===== src/rtl/boot_loader_pkg.sv =====
// boot_loader shared types: FSM states, MOV size codes, RW codes.
// BOOT_LOADER_VERIFY_EN adds the VERIFY readback state.
package boot_pkg;

  typedef enum logic [2:0] {
    S_IDLE,
    S_COLLECT,
    S_WRITE,
`ifdef BOOT_LOADER_VERIFY_EN
    S_VERIFY,
`endif
    S_DONE,
    S_ERROR
  } state_t;

  localparam logic [1:0] BYTE = 2'b00;
  localparam logic [1:0] HALF = 2'b01;
  localparam logic [1:0] WORD = 2'b10;

  localparam logic WRITE = 1'b1;
  localparam logic READ  = 1'b0;

endpackage


===== src/rtl/boot_loader_if.sv =====
// Byte-stream handshake plus MFA/MFC RAM port of the boot loader.
// master = loader side, slave = byte source and RAM side.
interface boot_loader_if #(
  parameter int ADDR_W = 8,
  parameter int DW     = 32
);

  logic              in_valid;
  logic              in_ready;
  logic [7:0]        in_byte;
  logic              in_last;
  logic              MFA;
  logic              RW_RAM;
  logic [1:0]        MOV;
  logic [ADDR_W-1:0] mem_addr;
  logic [DW-1:0]     mem_wdata;
  logic [DW-1:0]     mem_rdata;
  logic              MFC;

  modport master (
    input  in_valid, in_byte, in_last,
    output in_ready,
    output MFA, RW_RAM, MOV,
    output mem_addr, mem_wdata,
    input  mem_rdata, MFC
  );

  modport slave (
    output in_valid, in_byte, in_last,
    input  in_ready,
    input  MFA, RW_RAM, MOV,
    input  mem_addr, mem_wdata,
    output mem_rdata, MFC
  );

endinterface


===== src/rtl/boot_loader_byte_packer.sv =====
// Big-endian byte-to-word packer; first byte lands in the top byte.
// A flush on a partial word leaves the unwritten low bytes at zero.
module byte_packer #(
  parameter int WORD_BYTES = 4
) (
  input  logic                    clk,
  input  logic                    rst_n,
  input  logic                    clr_i,
  input  logic                    push_i,
  input  logic                    flush_i,
  input  logic [7:0]              byte_i,
  output logic [8*WORD_BYTES-1:0] word_o,
  output logic                    word_full_o
);

  localparam int DW = 8 * WORD_BYTES;
  localparam int CW =
    (WORD_BYTES > 1) ? $clog2(WORD_BYTES) : 1;

  logic [DW-1:0] word_q, word_d;
  logic [CW-1:0] cnt_q, cnt_d;

  always_comb begin
    word_o = word_q;
    for (int i = 0; i < WORD_BYTES; i++) begin
      if (cnt_q == CW'(i))
        word_o[DW-1-8*i -: 8] = byte_i;
    end
    word_full_o = push_i &
      (cnt_q == CW'(WORD_BYTES - 1));
  end

  // Register is zeroed after each hand-off so a flush zero-fills.
  always_comb begin
    word_d = word_q;
    cnt_d  = cnt_q;
    if (clr_i) begin
      word_d = '0;
      cnt_d  = '0;
    end else if (push_i) begin
      if (word_full_o | flush_i) begin
        word_d = '0;
        cnt_d  = '0;
      end else begin
        word_d = word_o;
        cnt_d  = cnt_q + 1'b1;
      end
    end
  end

  always_ff @(posedge clk or negedge rst_n) begin
    if (!rst_n) begin
      word_q <= '0;
      cnt_q  <= '0;
    end else begin
      word_q <= word_d;
      cnt_q  <= cnt_d;
    end
  end

endmodule


===== src/rtl/boot_loader.sv =====
// Byte-stream program loader into RAM over MFA/MFC; holds core in reset.
// BOOT_LOADER_VERIFY_EN adds a readback compare after every write.
module boot_loader
  import boot_pkg::*;
#(
  parameter int WORD_BYTES  = 4,
  parameter int ADDR_W      = 8,
  parameter int BASE_ADDR   = 0,
  parameter int MAX_WORDS   = 64,
  parameter int MFC_TIMEOUT = 16
) (
  input  logic CLK,
  input  logic Reset,
  input  logic start,
  boot_loader_if.master bus,
  output logic core_reset_n,
  output logic done,
  output logic error,
  output logic [$clog2(MAX_WORDS+1)-1:0] words_loaded
);

  localparam int DW  = 8 * WORD_BYTES;
  localparam int WLW = $clog2(MAX_WORDS + 1);
  localparam int TW  = $clog2(MFC_TIMEOUT + 1);

  state_t state_q, state_d;

  logic              in_ready_q, in_ready_d;
  logic              mfa_q, mfa_d;
  logic              rw_q, rw_d;
  logic [ADDR_W-1:0] addr_q, addr_d;
  logic [DW-1:0]     wdata_q, wdata_d;
  logic              crn_q, crn_d;
  logic              done_q, done_d;
  logic              err_q, err_d;
  logic [WLW-1:0]    words_q, words_d;
  logic              last_q, last_d;
  logic [TW-1:0]     tmo_q, tmo_d;

  logic          xfer, ovf, push;
  logic          word_full, word_end;
  logic          mfc_ok, tmo_hit;
  logic          restart, adv;
  logic [DW-1:0] packed_w;

  assign xfer     = bus.in_valid & in_ready_q;
  assign ovf      = xfer &
    (words_q == WLW'(MAX_WORDS));
  assign push     = xfer & ~ovf;
  assign word_end = push &
    (word_full | bus.in_last);
  assign mfc_ok   = mfa_q & bus.MFC;
  assign tmo_hit  = mfa_q & ~bus.MFC &
    (tmo_q == TW'(MFC_TIMEOUT - 1));
  assign restart  = start &
    (state_q == S_IDLE || state_q == S_DONE);

`ifdef BOOT_LOADER_VERIFY_EN
  logic vfy_bad;
  assign vfy_bad = (bus.mem_rdata != wdata_q);
  assign adv     = (state_q == S_VERIFY) & mfc_ok;
`else
  logic unused_rdata;
  assign unused_rdata = ^bus.mem_rdata;
  assign adv          = (state_q == S_WRITE) & mfc_ok;
`endif

  byte_packer #(
    .WORD_BYTES (WORD_BYTES)
  ) u_pack (
    .clk         (CLK),
    .rst_n       (Reset),
    .clr_i       (restart),
    .push_i      (push),
    .flush_i     (bus.in_last),
    .byte_i      (bus.in_byte),
    .word_o      (packed_w),
    .word_full_o (word_full)
  );

  always_ff @(posedge CLK or negedge Reset) begin
    if (!Reset) state_q <= S_IDLE;
    else        state_q <= state_d;
  end

  always_comb begin
    state_d = state_q;
    unique case (state_q)
      S_IDLE, S_DONE:
        if (start) state_d = S_COLLECT;
      S_COLLECT:
        if (ovf)           state_d = S_ERROR;
        else if (word_end) state_d = S_WRITE;
      S_WRITE:
        if (mfc_ok) begin
`ifdef BOOT_LOADER_VERIFY_EN
          state_d = S_VERIFY;
`else
          state_d = last_q ? S_DONE : S_COLLECT;
`endif
        end else if (tmo_hit) begin
          state_d = S_ERROR;
        end
`ifdef BOOT_LOADER_VERIFY_EN
      S_VERIFY:
        if (mfc_ok) begin
          if (vfy_bad)     state_d = S_ERROR;
          else if (last_q) state_d = S_DONE;
          else             state_d = S_COLLECT;
        end else if (tmo_hit) begin
          state_d = S_ERROR;
        end
`endif
      S_ERROR: state_d = S_ERROR;
      default: state_d = S_IDLE;
    endcase
  end

  // Outputs decode the next state so every port is a flop.
  always_comb begin
    in_ready_d = (state_d == S_COLLECT);
`ifdef BOOT_LOADER_VERIFY_EN
    mfa_d = (state_d == S_WRITE) ||
            (state_d == S_VERIFY);
`else
    mfa_d = (state_d == S_WRITE);
`endif
    rw_d   = (state_d == S_WRITE) ? WRITE : READ;
    done_d = (state_d == S_DONE);
    crn_d  = (state_d == S_DONE);
    err_d  = (state_d == S_ERROR);

    addr_d  = addr_q;
    words_d = words_q;
    wdata_d = wdata_q;
    last_d  = last_q;
    tmo_d   = (mfa_q && state_d == state_q) ?
              tmo_q + 1'b1 : '0;

    if (restart) begin
      addr_d  = ADDR_W'(BASE_ADDR);
      words_d = '0;
      last_d  = 1'b0;
    end
    if (word_end) begin
      wdata_d = packed_w;
      last_d  = bus.in_last;
    end
    if (state_q == S_WRITE && mfc_ok)
      words_d = words_q + 1'b1;
    if (adv)
      addr_d = addr_q + ADDR_W'(WORD_BYTES);
  end

  always_ff @(posedge CLK or negedge Reset) begin
    if (!Reset) begin
      in_ready_q <= 1'b0;
      mfa_q      <= 1'b0;
      rw_q       <= READ;
      addr_q     <= ADDR_W'(BASE_ADDR);
      wdata_q    <= '0;
      crn_q      <= 1'b0;
      done_q     <= 1'b0;
      err_q      <= 1'b0;
      words_q    <= '0;
      last_q     <= 1'b0;
      tmo_q      <= '0;
    end else begin
      in_ready_q <= in_ready_d;
      mfa_q      <= mfa_d;
      rw_q       <= rw_d;
      addr_q     <= addr_d;
      wdata_q    <= wdata_d;
      crn_q      <= crn_d;
      done_q     <= done_d;
      err_q      <= err_d;
      words_q    <= words_d;
      last_q     <= last_d;
      tmo_q      <= tmo_d;
    end
  end

  assign bus.in_ready  = in_ready_q;
  assign bus.MFA       = mfa_q;
  assign bus.RW_RAM    = rw_q;
  assign bus.MOV       = WORD;
  assign bus.mem_addr  = addr_q;
  assign bus.mem_wdata = wdata_q;
  assign core_reset_n  = crn_q;
  assign done          = done_q;
  assign error         = err_q;
  assign words_loaded  = words_q;

endmodule


===== src/flat_wrapper.sv =====
// flat-port wrapper written by rule: the top's interface ports become plain ports
module boot_loader_flat import boot_pkg::*;
#(
  parameter int WORD_BYTES  = 4,
  parameter int ADDR_W      = 8,
  parameter int BASE_ADDR   = 0,
  parameter int MAX_WORDS   = 64,
  parameter int MFC_TIMEOUT = 16
)
  (CLK, Reset, start, core_reset_n, done, error, words_loaded, bus_in_valid, bus_in_byte, bus_in_last, bus_in_ready, bus_MFA, bus_RW_RAM, bus_MOV, bus_mem_addr, bus_mem_wdata, bus_mem_rdata, bus_MFC);
  boot_loader_if #(.ADDR_W(ADDR_W), .DW(32)) bus_i ();
  input  logic CLK;
  input  logic Reset;
  input  logic start;
  output logic core_reset_n;
  output logic done;
  output logic error;
  output logic [$clog2(MAX_WORDS+1)-1:0] words_loaded;
  input wire logic [$bits(bus_i.in_valid)-1:0] bus_in_valid;
  input wire logic [$bits(bus_i.in_byte)-1:0] bus_in_byte;
  input wire logic [$bits(bus_i.in_last)-1:0] bus_in_last;
  output wire logic [$bits(bus_i.in_ready)-1:0] bus_in_ready;
  output wire logic [$bits(bus_i.MFA)-1:0] bus_MFA;
  output wire logic [$bits(bus_i.RW_RAM)-1:0] bus_RW_RAM;
  output wire logic [$bits(bus_i.MOV)-1:0] bus_MOV;
  output wire logic [$bits(bus_i.mem_addr)-1:0] bus_mem_addr;
  output wire logic [$bits(bus_i.mem_wdata)-1:0] bus_mem_wdata;
  input wire logic [$bits(bus_i.mem_rdata)-1:0] bus_mem_rdata;
  input wire logic [$bits(bus_i.MFC)-1:0] bus_MFC;
  assign bus_i.in_valid = bus_in_valid;
  assign bus_i.in_byte = bus_in_byte;
  assign bus_i.in_last = bus_in_last;
  assign bus_in_ready = bus_i.in_ready;
  assign bus_MFA = bus_i.MFA;
  assign bus_RW_RAM = bus_i.RW_RAM;
  assign bus_MOV = bus_i.MOV;
  assign bus_mem_addr = bus_i.mem_addr;
  assign bus_mem_wdata = bus_i.mem_wdata;
  assign bus_i.mem_rdata = bus_mem_rdata;
  assign bus_i.MFC = bus_MFC;
  boot_loader #(.WORD_BYTES(WORD_BYTES), .ADDR_W(ADDR_W), .BASE_ADDR(BASE_ADDR), .MAX_WORDS(MAX_WORDS), .MFC_TIMEOUT(MFC_TIMEOUT)) u_core (.CLK(CLK), .Reset(Reset), .start(start), .bus(bus_i), .core_reset_n(core_reset_n), .done(done), .error(error), .words_loaded(words_loaded));
endmodule

===== config.mk =====
export PLATFORM = sky130hd
export DESIGN_NAME = boot_loader_flat
export DESIGN_NICKNAME = d
export VERILOG_FILES = /design/src/rtl/boot_loader_pkg.sv /design/src/rtl/boot_loader_if.sv /design/src/rtl/boot_loader_byte_packer.sv /design/src/rtl/boot_loader.sv /design/src/flat_wrapper.sv
export SDC_FILE = /design/constraint.sdc
export NUM_CORES = 1
export LEC_CHECK = 0
export ABC_AREA = 1
export ABC_CLOCK_PERIOD_IN_PS = 3700
export CORE_UTILIZATION = 30
export CTS_BUF_LIST = sky130_fd_sc_hd__clkbuf_8
export CTS_CLUSTER_DIAMETER = 30
export CTS_CLUSTER_SIZE = 12
export DETAILED_ROUTE_END_ITERATION = 10
export MAX_ROUTING_LAYER = met4
export PLACE_DENSITY_LB_ADDON = 0.05
export SKIP_CTS_REPAIR_TIMING = 1
export SYNTH_ARGS = -nofsm -noshare
export SYNTH_HDL_FRONTEND = slang
export SYNTH_SLANG_ARGS = --single-unit

===== constraint.sdc =====
create_clock -name CLK -period 3.7 [get_ports CLK]
set_input_delay 0.74 -clock CLK [delete_from_list [all_inputs] [get_ports CLK]]
set_output_delay 0.74 -clock CLK [all_outputs]
set_load 0.02 [all_outputs]

Yosys cells after proc, flatten, opt, wreduce, memory -nomap -nowiden
Index checks and enable logic that the tools add are counted.
Word-level totals
  bits in registers: 95
  memories: 0
  word-level logic and storage cells: 79
  latch bits: 0
  input port bits: 46
  output and inout port bits: 55
  memory bits (writable): 0
  ROM bits: 0
Operators by class
  mux-type cells: 25
  add/subtract/negate cells: 4
  equality and inequality tests: 14
  reduce and logical (&&, ||, !) cells: 10
  $lt $le $gt $ge: 0
  $mul: 0
  divide/modulo/power cells: 0
  shift-type cells: 0
  bitwise gates (word level): 13
Operators with widths (number)
  two-way mux 32 bit: 3
  two-way mux 8 bit: 6
  two-way mux 3 bit: 5
  two-way mux 7 bit: 2
  equality test 3 x 2 -> 1 bit (second input constant): 4
  case mux 3 bit (4 select lines): 1
  AND 1 bit: 10
  adder 8 x 3 -> 8 bit (second input constant): 1
  two-way mux 2 bit: 4
  nonzero test 2 bit: 4
  adder 7 x 1 -> 7 bit (second input constant): 1
  equality test 7 bit (second input constant): 1
  equality test 3 x 1 -> 1 bit (second input constant): 2
  equality test 3 bit (second input constant): 2
  adder 5 x 1 -> 5 bit (second input constant): 1
  equality test 5 x 4 -> 1 bit (second input constant): 1
  two-way mux 5 bit: 1
  equality test 2 bit (second input constant): 2
  equality test 3 bit: 1
  logical NOT 3 bit: 1
  two-way mux 1 bit: 3
  adder 2 x 1 -> 2 bit (second input constant): 1
  equality test 2 x 1 -> 1 bit (second input constant): 1
  logical AND 1 bit: 2
  other kinds (5): 6

Logic depth before layout (Yosys ltp)
Gate-level depths: netlist of run 1.
  depth after elaboration: 13
  gate-level depth with buffers: 12
  mapped depth without buffers: 12

Cells and area by module
From an unflattened synthesis of run 1, not the netlist that was laid out.
Second synthesis, totals
  cell total of the unflattened synthesis: 496
  area total of the unflattened synthesis: 4391.7 um^2
By module, submodules not included
  boot_loader: times used 1, cells an instance 236, seq. area each 1451.4 um^2, area each 2588.7 um^2
  byte_packer: times used 1, cells an instance 260, seq. area each 850.8 um^2, area each 1803.0 um^2

Worst setup path before layout of run 1
Ideal clock, no wire load.
  kind: flip-flop to flip-flop
  from: register u_core.words_q[0] (netlist: u_core.words_loaded[0])
  to: register u_core.wdata_q[23] (netlist: u_core.bus.mem_wdata[23])
  path buffers: 2
  required time: 3.570 ns
  arrival time: 1.541 ns
  period minus slack after synthesis: 1.671 ns
  slack: 2.029 ns
  library setup time: 0.130 ns
  cell stages (with the launch flop): 11
  cells stage by stage: dfrtp_1 inv_1 ha_1 nand2_1 inv_1 nand3_2 o211ai_2 buf_2 buf_2 nand2_1 o21ai_0
On the way
  longest elaborated chain between the ends: 7
RTL lines
  start: declaration: RTL line boot_loader.sv:36  | logic [WLW-1:0] words_q, words_d;
  start signal: assignment: RTL line boot_loader.sv:177  | words_q <= words_d;
  equality test 7 bit *: RTL line boot_loader.sv:48  | (words_q == WLW'(MAX_WORDS));
  AND 1 bit *: RTL line boot_loader.sv:47  | assign ovf = xfer &
  inverter 1 bit *: RTL line boot_loader.sv:49  | assign push = xfer & ~ovf;
  AND 1 bit *: RTL line boot_loader.sv:49
  AND 1 bit: RTL line boot_loader_byte_packer.sv:29  | word_full_o = push_i &
  OR 1 bit: RTL line boot_loader.sv:51  | (word_full | bus.in_last);
  AND 1 bit *: RTL line boot_loader.sv:50  | assign word_end = push &
  end signal: assignment: RTL line boot_loader.sv:173  | wdata_q <= wdata_d;
  end: declaration: RTL line boot_loader.sv:32  | logic [DW-1:0] wdata_q, wdata_d;
Every way passes the cells marked *; elsewhere a longest branch is shown, timed or not.
A chain may end at the register's enable or synchronous reset.

Worst setup path in the final report of run 1
  from: register u_core.u_pack.cnt_q[0]
  to: register u_core.tmo_q[0]
On the way
  longest elaborated chain between the ends: 10
RTL lines
  start: declaration: RTL line boot_loader_byte_packer.sv:21  | logic [CW-1:0] cnt_q, cnt_d;
  start signal: assignment: RTL line boot_loader_byte_packer.sv:57  | cnt_q <= cnt_d;
  equality test 2 bit: RTL line boot_loader_byte_packer.sv:30  | (cnt_q == CW'(WORD_BYTES - 1));
  AND 1 bit: RTL line boot_loader_byte_packer.sv:29
  OR 1 bit: RTL line boot_loader.sv:51
  AND 1 bit: RTL line boot_loader.sv:50
  two-way mux 3 bit: RTL line boot_loader.sv:93  | else if (word_end) state_d = S_WRITE;
  two-way mux 3 bit: RTL line boot_loader.sv:92  | if (ovf) state_d = S_ERROR;
  case mux 3 bit (4 select lines): RTL line boot_loader.sv:88  | unique case (state_q)
  equality test 3 bit: RTL line boot_loader.sv:137  | tmo_d = (mfa_q && state_d == state_q) ?
  logical AND 1 bit: RTL line boot_loader.sv:137
  two-way mux 5 bit: RTL line boot_loader.sv:137
  net u_core.tmo_d[0]: RTL line boot_loader.sv:38  | logic [TW-1:0] tmo_q, tmo_d;
  end signal: assignment: RTL line boot_loader.sv:179  | tmo_q <= tmo_d;
  end: declaration: RTL line boot_loader.sv:38
The timed path passes the listed nets, and every way through them passes these cells.

==> flow_summary.toml, run 1 <==
[outcome]
outcome = "finished with violations"
violations = "design-rule violations"

[synth]
synthesis.area_um2 = 4520
yosys_warnings = 0
ys_seq_elements = 92
synth.top_cell.area_share = 0.509
synth_edf_count = 0
synth.avg_cell_area_um2 = 9.26
ys_types = 39
syn_inst = 488
synth_top_cell_by_area = "dfrtp_1"
synth_most_common_cell = "nand2_1"
ys.flop_type = "dfrtp_1"
async_flop_share = 1.00
synthTopCellsByCount = "nand2_1 (99), dfrtp_1 (92), inv_1 (80), o21ai_0 (70), o22ai_2 (30)"
ys_seq_area_frac = 0.509
synthTopCellsByArea = "dfrtp_1 (51%), o22ai_2 (8.3%), nand2_1 (8.2%), o21ai_0 (7.7%), inv_1 (6.6%)"

[timing]
final.setup.tns_ns = 0
period_share = 0.610
fmax_ghz = 0.443
timing.final.ws_setup_ns = 1.44
rsz0062_at_grt = "false"
skew_ns = 0.0102
tightest_slew_ns = 0.669
fin_crit_ns = 2.26
finalMaxSlewViolations = 0
setup_violations = 0
hold_viol_final = 0
relSlewSlack = 0.552

[global_routing]
overflow = 0
grt_pass1_vias = 3272
grt_pass1_wl_mm = 17.0
grtUsageMet2 = 0.223
met3_usage = 0.0279
use_met1 = 0.187
top_usage_layer = "met2"
grt_max_degree = 51
grt_usage = 0.146
antenna_found_initial = 0

[routing]
drt-total-wl_mm = 10.3
drcViolationCount = 13
vias = 3349
wl_per_cell_um = 14.1
drtPass1Iterations = 7
detail-route-antenna-nets = 0
drt_iter0_markers = 187
vias_per_cell = 4.56

[cts]
cts_root_buf = "clkbuf_8"
cts_sinks = 92
cts_max_path_buffers = 2
cts_tree = "done"
clk_pin_slew_ns = 0.09
htree_levels = 3
clock_latency_ns = 0.37
cts_made_buffers = 9

[pwr]
p_int_mw = 2.27
powerDensity_nw_per_um2 = 660
power_switching_mw = 1.40
ir_drop_uv = 233
switching_share = 0.382
comb_power_share = 0.399
clock_power_share = 0.230
p_leak_nw = 2.40
seqPwrFrac = 0.371

[setup_path]
critPathMostFrequentCell = "nand2_1"
rr_startpoint = "u_core.u_pack.cnt_q[0]$_DFFE_PN0P_"
crit_path_end_kind = "register"
required_ns = 3.99
critPathLaunchType = "register"
rr_endpoint = "u_core.tmo_q[0]$_DFF_PN0_"
reg2reg_depth = 6
critPathBufInv = 0
cp_max_fo = 25
path_depth = 6
rrSetupSlack_ns = 1.44
worstPathArrival_ns = 2.54
crit_path_top_delay_cell = "o211ai_4"
path_delay_family = "compound AO/OA/AOI/OAI gates"
cp_cell_sequence = "ha_1 > o211ai_4 > nand2_1 > nand2_1 > o31ai_2 > nor3_1"
critPathMaxStageDelay_ns = 0.66
critPathLaunch = "u_core.u_pack.cnt_q[0]$_DFFE_PN0P_"
crit_end = "u_core.tmo_q[0]$_DFF_PN0_"
worstSetupPathType = "reg -> reg"

[place]
io_buffers = 64
dp_hpwl_mm = 6.85
place_ws_ns = 1.13
post_dp_cell_area_um2 = 5300
gp_congestion = 0.757

[die]
floorplan.rows = 44
io_pins = 101
core_um2 = 14600
die_area_um2 = 15600
die_h_um = 125
start_util = 0.309
die_x_um = 125

[cells_and_area]
finalInstanceArea_um2 = 5550
final_layout_size_suffix_gt1_frac = 0.143
fin_nets = 601
diodes = 0
post-route-util = 0.379
area_growth_pct = 22.8

[run]
max_cap_violations = 0

[min_path]
hold_class = "in -> async"
-- routing by layer --
layer / up-vias / part of all wire
met5: - / 0
met3: 15 / 0.041
met1: 1586 / 0.49
li1: 1681 / -
met2: 67 / 0.45
met4: 0 / 0.019
-- area by class of cell --
cell class / count / area [um2]
Inverter: 86 / 328
Clock inverter: 6 / 111
Fill cell: 1479 / 9090
Sequential cell: 92 / 2300
Clock buffer: 10 / 138
Timing Repair Buffer: 69 / 701
Multi-Input combinational cell: 288 / 1740
Tap cell: 184 / 230
-- sequential cells by signal, indices dropped and copies added, names as in the netlist --
signal                count
u_core.bus.mem_wdata     32
u_core.u_pack.word_q     32
u_core.words_loaded       7
u_core.bus.mem_addr       6
u_core.tmo_q              5
u_core.state_q            3
u_core.u_pack.cnt_q       2
u_core.bus.MFA            1
u_core.bus.in_ready       1
u_core.core_reset_n       1
u_core.error              1
u_core.last_q             1
-- cells in the final DEF (no fill, tap or decap), types with 5 or more instances in the layout --
master           instances
nand2_2                  7
clkbuf_8                10
clkdlybuf4s50_1         63
nand2_1                 99
dfrtp_1                 92
nor3_1                   5
ha_1                     9
nand3_1                 14
o22ai_2                 30
inv_1                   80
inv_2                    5
o21ai_0                 70
o22ai_1                  5
nor2_1                  13
-- how the worst min path moves through the flow --
stage                                                    start                              endpoint  cells after the start
after floorplan                                          Reset              u_core.bus.MFA$_DFF_PN0_                      0
after global placement               u_core.tmo_q[0]$_DFF_PN0_             u_core.tmo_q[0]$_DFF_PN0_                      1
after detailed placement  u_core.bus.mem_wdata[17]$_DFFE_PN0P_  u_core.bus.mem_wdata[17]$_DFFE_PN0P_                      2
after CTS                                                Reset   u_core.bus.mem_wdata[9]$_DFFE_PN0P_                      1
after global routing                                     Reset   u_core.bus.mem_wdata[9]$_DFFE_PN0P_                      1
final                                                    Reset   u_core.bus.mem_wdata[9]$_DFFE_PN0P_                      1
-- power groups by stage --
stage / Combinational (mW) / Clock (mW) / Sequential (mW)
2_1_floorplan: 0.806 / 0 / 1.55
5_1_grt: 1.62 / 0.924 / 1.39
3_3_place_gp: 1.48 / 0 / 1.38
4_1_cts: 1.50 / 0.881 / 1.37
3_5_place_dp: 1.49 / 0 / 1.38
6_report: 1.46 / 0.842 / 1.36
-- stage by stage --
stage	std cells	power, mW	hold WS [ns]
after CTS	735	3.74	0.364
after global routing	735	3.93	0.385
final	735	3.67	0.353
after floorplan	490	2.35	0.440
after global placement	719	2.86	0.458
after detailed placement	719	2.88	0.472
-- kinds of logic (layout without fill, tap and decap cells) --
| family | after synthesis | in the layout | synth area share |
|---|---|---|---|
| muxes | 2 | 2 | 0.00443 |
| xor gates and xnor gates | 2 | 2 | 0.00388 |
| adders and majority gates | 9 | 9 | 0.0249 |
| DFF | 92 | 92 | 0.509 |
| other | 2 | 4 | 0.00166 |
| and+or+nand+nor | 149 | 149 | 0.146 |
| AOI/OAI and AO/OA | 122 | 122 | 0.201 |
| buffers and inverters | 110 | 171 | 0.109 |
Note: power is estimated with default switching activity, not from simulation.
==> run 2, diff against run 1 <==
--- a/config.mk
+++ b/config.mk
@@ -6,7 +6,7 @@
 export NUM_CORES = 1
 export LEC_CHECK = 0
 export ABC_AREA = 1
-export ABC_CLOCK_PERIOD_IN_PS = 3700
+export ABC_CLOCK_PERIOD_IN_PS = 2250
 export CORE_UTILIZATION = 30
 export CTS_BUF_LIST = sky130_fd_sc_hd__clkbuf_8
 export CTS_CLUSTER_DIAMETER = 30
==> constraint.sdc (replaced) <==
create_clock -name CLK -period 2.25 [get_ports CLK]
set_input_delay 0.45 -clock CLK [delete_from_list [all_inputs] [get_ports CLK]]
set_output_delay 0.45 -clock CLK [all_outputs]
set_load 0.02 [all_outputs]
==> run 2 against run 1 <==
Effect of this change:
- the flow finishes with violations (design-rule violations, negative hold slack)
- sequential share of layout area up 0.14 points
- register-to-register slack got worse by 1.0 ns
- power rose by 57%
- first-iteration DRC count increased by 3.2%
- worst setup slack worse by 1.1 ns
- non-clock buffer count grew 4
- routed wire length decreased by 1.2%
- flip-flop and latch count stayed put
- critical path type is now reg -> out
==> flow_summary.toml, run 2 (synthesized netlist as in run 1, its figures left out) <==
[cells_and_area]
diodes = 0
multiInputGateArea_um2 = 1740
final_layout_size_suffix_gt1_frac = 0.146
fillers = 1526
seq_area_um2 = 2300
fin_nets = 605
finalInstanceArea_um2 = 5530
area_growth_pct = 22.4
layout_commonest_cell = "nand2_1"
final_cell_mix = "nand2_1 (99), dfrtp_1 (92), inv_1 (81)"

[pwr]
ir_drop_uv = 501
power_switching_mw = 2.26
p_int_mw = 3.49
p_total_mw = 5.76
seqPwrFrac = 0.388
switching_share = 0.393
comb_power_share = 0.423
p_leak_nw = 2.41
powerDensity_nw_per_um2 = 1040
clock_power_share = 0.189

[routing]
drt-total-wl_mm = 10.2
drcViolationCount = 15
vias = 3349
vias_per_cell = 4.54
drtPass1Iterations = 7
detail-route-antenna-nets = 0
wl_per_cell_um = 13.8
drt_iter0_markers = 193

[place]
gp_congestion = 0.763
post_dp_cell_area_um2 = 5350
dp_hpwl_mm = 6.80
io_buffers = 64

[cts]
clk_pin_slew_ns = 0.09
cts_max_path_buffers = 2
htree_levels = 3
cts_sinks = 92
clock_latency_ns = 0.37
cts_root_buf = "clkbuf_8"
cts_made_buffers = 9
cts_tree = "done"

[timing]
period_share = 0.844
hold_viol_final = 1
finalMaxSlewViolations = 0
skew_ns = 0.00765
fmax_ghz = 0.526
fin_crit_ns = 1.90
setup_violations = 0
final.setup.tns_ns = 0
hold_ws_ns = -0.000258
tightest_slew_ns = 0.518
relSlewSlack = 0.655
rsz0062_at_grt = "false"

[global_routing]
overflow = 0
grt_pass1_wl_mm = 16.8
grt_max_degree = 41
antenna_found_initial = 0
grt_pass1_vias = 3206
grt_usage = 0.144

[setup_path]
critPathMaxStageDelay_ns = 0.64
worstSetupPathType = "reg -> out"
worstPathArrival_ns = 1.45
cp_cell_sequence = "clkdlybuf4s50_1"
critPathBufInv = 1
path_delay_family = "buffers and inverters"
critPathLaunchType = "register"
required_ns = 1.80
crit_path_top_delay_cell = "clkdlybuf4s50_1"
cp_max_fo = 6
crit_path_end_kind = "output pin"

[die]
start_util = 0.309
die_h_um = 125
core_um2 = 14600
die_area_um2 = 15600
floorplan.rows = 44
io_pins = 101
die_x_um = 125

[outcome]
violations = "design-rule violations, negative hold slack"
outcome = "finished with violations"

[run]
max_cap_violations = 0

[min_path]
hold_class = "in -> async"
## run 2: stage by stage
step,hold WS (ns),worst slack (ns),std cells,util
floorplan,0.154,0.579,490,-
global placement,0.414,0.305,723,0.365
detailed placement,0.417,0.284,723,0.365
CTS,-0.00578,0.308,738,0.378
global route,0.00244,0.248,738,0.378
finish,-0.000258,0.350,738,0.378
## run 2: final timing paths
check                                                   start                              endpoint  slack, ns  depth (start not counted)
min in group CLK                    u_core.tmo_q[0]$_DFF_PN0_             u_core.tmo_q[0]$_DFF_PN0_       0.48                          1
setup reg to reg                    u_core.tmo_q[0]$_DFF_PN0_             u_core.tmo_q[0]$_DFF_PN0_       0.42                         10
max in group asynchronous                               Reset              u_core.bus.MFA$_DFF_PN0_       1.67                          2
setup / recovery           u_core.words_loaded[2]$_DFFE_PN0P_                       words_loaded[2]       0.35                          1
hold / removal                                          Reset  u_core.bus.mem_wdata[12]$_DFFE_PN0P_    -0.0003                          1
hold reg to reg                     u_core.tmo_q[0]$_DFF_PN0_             u_core.tmo_q[0]$_DFF_PN0_       0.48                          1
## run 2: power by group through the flow
| stage | Sequential, mW | Combinational (mW) | Clock (mW) |
|---|---|---|---|
| floorplan | 2.54 | 1.33 | 0 |
| global placement | 2.27 | 2.46 | 0 |
| detailed placement | 2.28 | 2.47 | 0 |
| CTS | 2.25 | 2.48 | 1.16 |
| global route | 2.29 | 2.68 | 1.22 |
| finish | 2.23 | 2.44 | 1.09 |
## run 2: layout make-up
| type | count | share of cell area |
|---|---|---|
| clock buffer | 13 | 0.0323 |
| clock inverter | 2 | 0.00158 |
| inverter | 86 | 0.0592 |
| multi-input combinational | 288 | 0.315 |
| sequential | 92 | 0.416 |
| tap | 184 | 0.0416 |
| timing repair buffer | 73 | 0.134 |
## run 2: metal layers
layer  global-route usage  routed length [um]  vias up
met5                    -                   0        -
met4               0.0327                 101        0
met3               0.0507                 470        7
met2                0.215                4650       56
met1                0.185                4990     1601
li1                     -                   -     1685
==> run 3, diff against run 2 <==
--- a/config.mk
+++ b/config.mk
@@ -6,7 +6,7 @@
 export NUM_CORES = 1
 export LEC_CHECK = 0
 export ABC_AREA = 1
-export ABC_CLOCK_PERIOD_IN_PS = 2250
+export ABC_CLOCK_PERIOD_IN_PS = 1700
 export CORE_UTILIZATION = 30
 export CTS_BUF_LIST = sky130_fd_sc_hd__clkbuf_8
 export CTS_CLUSTER_DIAMETER = 30
==> constraint.sdc (replaced) <==
create_clock -name CLK -period 1.7 [get_ports CLK]
set_input_delay 0.34 -clock CLK [delete_from_list [all_inputs] [get_ports CLK]]
set_output_delay 0.34 -clock CLK [all_outputs]
set_load 0.02 [all_outputs]
==> run 3 against run 2 <==
Effect of this change:
- the flow finishes with violations (design-rule violations, negative setup slack)
- via count is 4.5% higher
- register-to-register slack got worse by 0.47 ns
- first-iteration DRC count decreased by 6.7%
- critical path type is now reg -> reg
- routed wire length increased by 9.3%
- count of clock-buffer cells in the layout decreased by 3
- global-route usage grew 0.33 points
- combinational power increased by 58%
- sequential power is 32% higher
- critical endpoint is now u_core.tmo_q[3]$_DFF_PN0_
==> flow_summary.toml, run 3 (synthesized netlist as in run 1, its figures left out) <==
[pwr]
p_total_mw = 8.51
powerDensity_nw_per_um2 = 1350
switching_share = 0.388
p_int_mw = 5.20
comb_power_share = 0.452
clock_power_share = 0.201
power_switching_mw = 3.30
seqPwrFrac = 0.346
p_leak_nw = 3.53
ir_drop_uv = 632

[place]
place_ws_ns = -0.170
gp_congestion = 0.787
dp_hpwl_mm = 7.26
io_buffers = 64
post_dp_cell_area_um2 = 5600

[timing]
hold_ws_ns = 0.455
fin_crit_ns = 1.75
finalMaxSlewViolations = 0
fmax_ghz = 0.572
rsz0062_at_grt = "true"
timing.final.ws_setup_ns = -0.0474
hold_viol_final = 0
setup_violations = 2
skew_ns = 0.0128
period_share = 1.03

[setup_path]
path_delay_family = "simple AND/OR/NAND/NOR gates"
rr_endpoint = "u_core.tmo_q[3]$_DFF_PN0_"
cp_cell_sequence = "ha_2 > and3_4 > ha_4 > nand2_4 > o21ai_2 > nand2_1 > nand2_2 > a21boi_4 > nand3_4 > nor3_2"
rr_startpoint = "u_core.tmo_q[1]$_DFF_PN0_"
worstPathArrival_ns = 2.05
critPathLaunchType = "register"
cp_max_fo = 5
rrSetupSlack_ns = -0.05
reg2reg_depth = 10
critPathBufInv = 0
required_ns = 2.00
critPathMaxStageDelay_ns = 0.40
crit_path_end_kind = "register"
worstSetupPathType = "reg -> reg"
crit_path_top_delay_cell = "dfrtp_1"

[die]
start_util = 0.309
die_area_um2 = 15600
io_pins = 101
die_x_um = 125
core_um2 = 14600
die_h_um = 125
floorplan.rows = 44

[routing]
drcViolationCount = 13
detail-route-antenna-nets = 0
vias_per_cell = 4.49
vias = 3499
drt-total-wl_mm = 11.2
drt_iter0_markers = 180
wl_per_cell_um = 14.3
drtPass1Iterations = 7

[cts]
cts_sinks = 92
cts_root_buf = "clkbuf_8"
cts_made_buffers = 9
cts_max_path_buffers = 2
clock_latency_ns = 0.38
cts_tree = "done"
clk_pin_slew_ns = 0.10
htree_levels = 3

[global_routing]
grt_pass1_wl_mm = 17.1
grt_pass1_vias = 3312
antenna_found_initial = 0
grt_max_degree = 33
grt_usage = 0.147
overflow = 0

[cells_and_area]
final_cell_mix = "nand2_1 (92), dfrtp_1 (91), inv_1 (77)"
seq_area_um2 = 2300
fin_nets = 646
multiInputGateArea_um2 = 1920
fillers = 1456
finalInstanceArea_um2 = 6320
layout_commonest_cell = "nand2_1"
diodes = 0
area_growth_pct = 39.7
post-route-util = 0.431
final_layout_size_suffix_gt1_frac = 0.258

[outcome]
outcome = "finished with violations"
violations = "design-rule violations, negative setup slack"

[min_path]
hold_class = "in -> async"

[run]
max_cap_violations = 0
-- run 3: routing by layer --
layer  track usage  wire, um  part of all wire  up-vias
li1              -         -                 -     1772
met1         0.194      5420              0.49     1651
met2         0.221      5130              0.46       63
met3        0.0249       422             0.038       13
met4        0.0632       185             0.017        0
met5             -         0                 0        -
-- run 3: area by class of cell --
type	instances	area share
sequential	92	0.365
clock buffer	10	0.0218
tap	184	0.0365
multi-input combinational	288	0.304
timing repair buffer	114	0.208
inverter	86	0.0519
clock inverter	6	0.0139
-- run 3: worst max-delay path by stage --
stage	start	endpoint	slack, ns	cells after the start
finish	u_core.tmo_q[1]$_DFF_PN0_	u_core.tmo_q[3]$_DFF_PN0_	-0.05	10
global route	u_core.tmo_q[1]$_DFF_PN0_	u_core.tmo_q[3]$_DFF_PN0_	-0.13	10
CTS	u_core.words_loaded[5]$_DFFE_PN0P_	words_loaded[5]	-0.13	1
detailed placement	bus_in_valid	u_core.tmo_q[3]$_DFF_PN0_	-0.17	9
global placement	bus_in_valid	u_core.tmo_q[0]$_DFF_PN0_	-0.15	9
floorplan	u_core.words_loaded[0]$_DFFE_PN0P_	u_core.bus.mem_wdata[23]$_DFFE_PN0P_	0.03	10
-- run 3: through the flow --
step,instances,TNS [ns]
after floorplan,490,0
after global placement,750,-5.10
after detailed placement,750,-5.50
after CTS,766,-2.08
after global routing,780,-1.73
final,780,-0.0635
-- run 3: power groups by stage --
| stage | Sequential (mW) | Clock (mW) | Combinational [mW] |
|---|---|---|---|
| final | 2.95 | 1.71 | 3.85 |
| after global routing | 3.02 | 1.87 | 4.20 |
| after CTS | 2.96 | 1.77 | 3.66 |
| after detailed placement | 3.00 | 0 | 3.64 |
| after global placement | 2.99 | 0 | 3.63 |
| after floorplan | 3.36 | 0 | 1.75 |
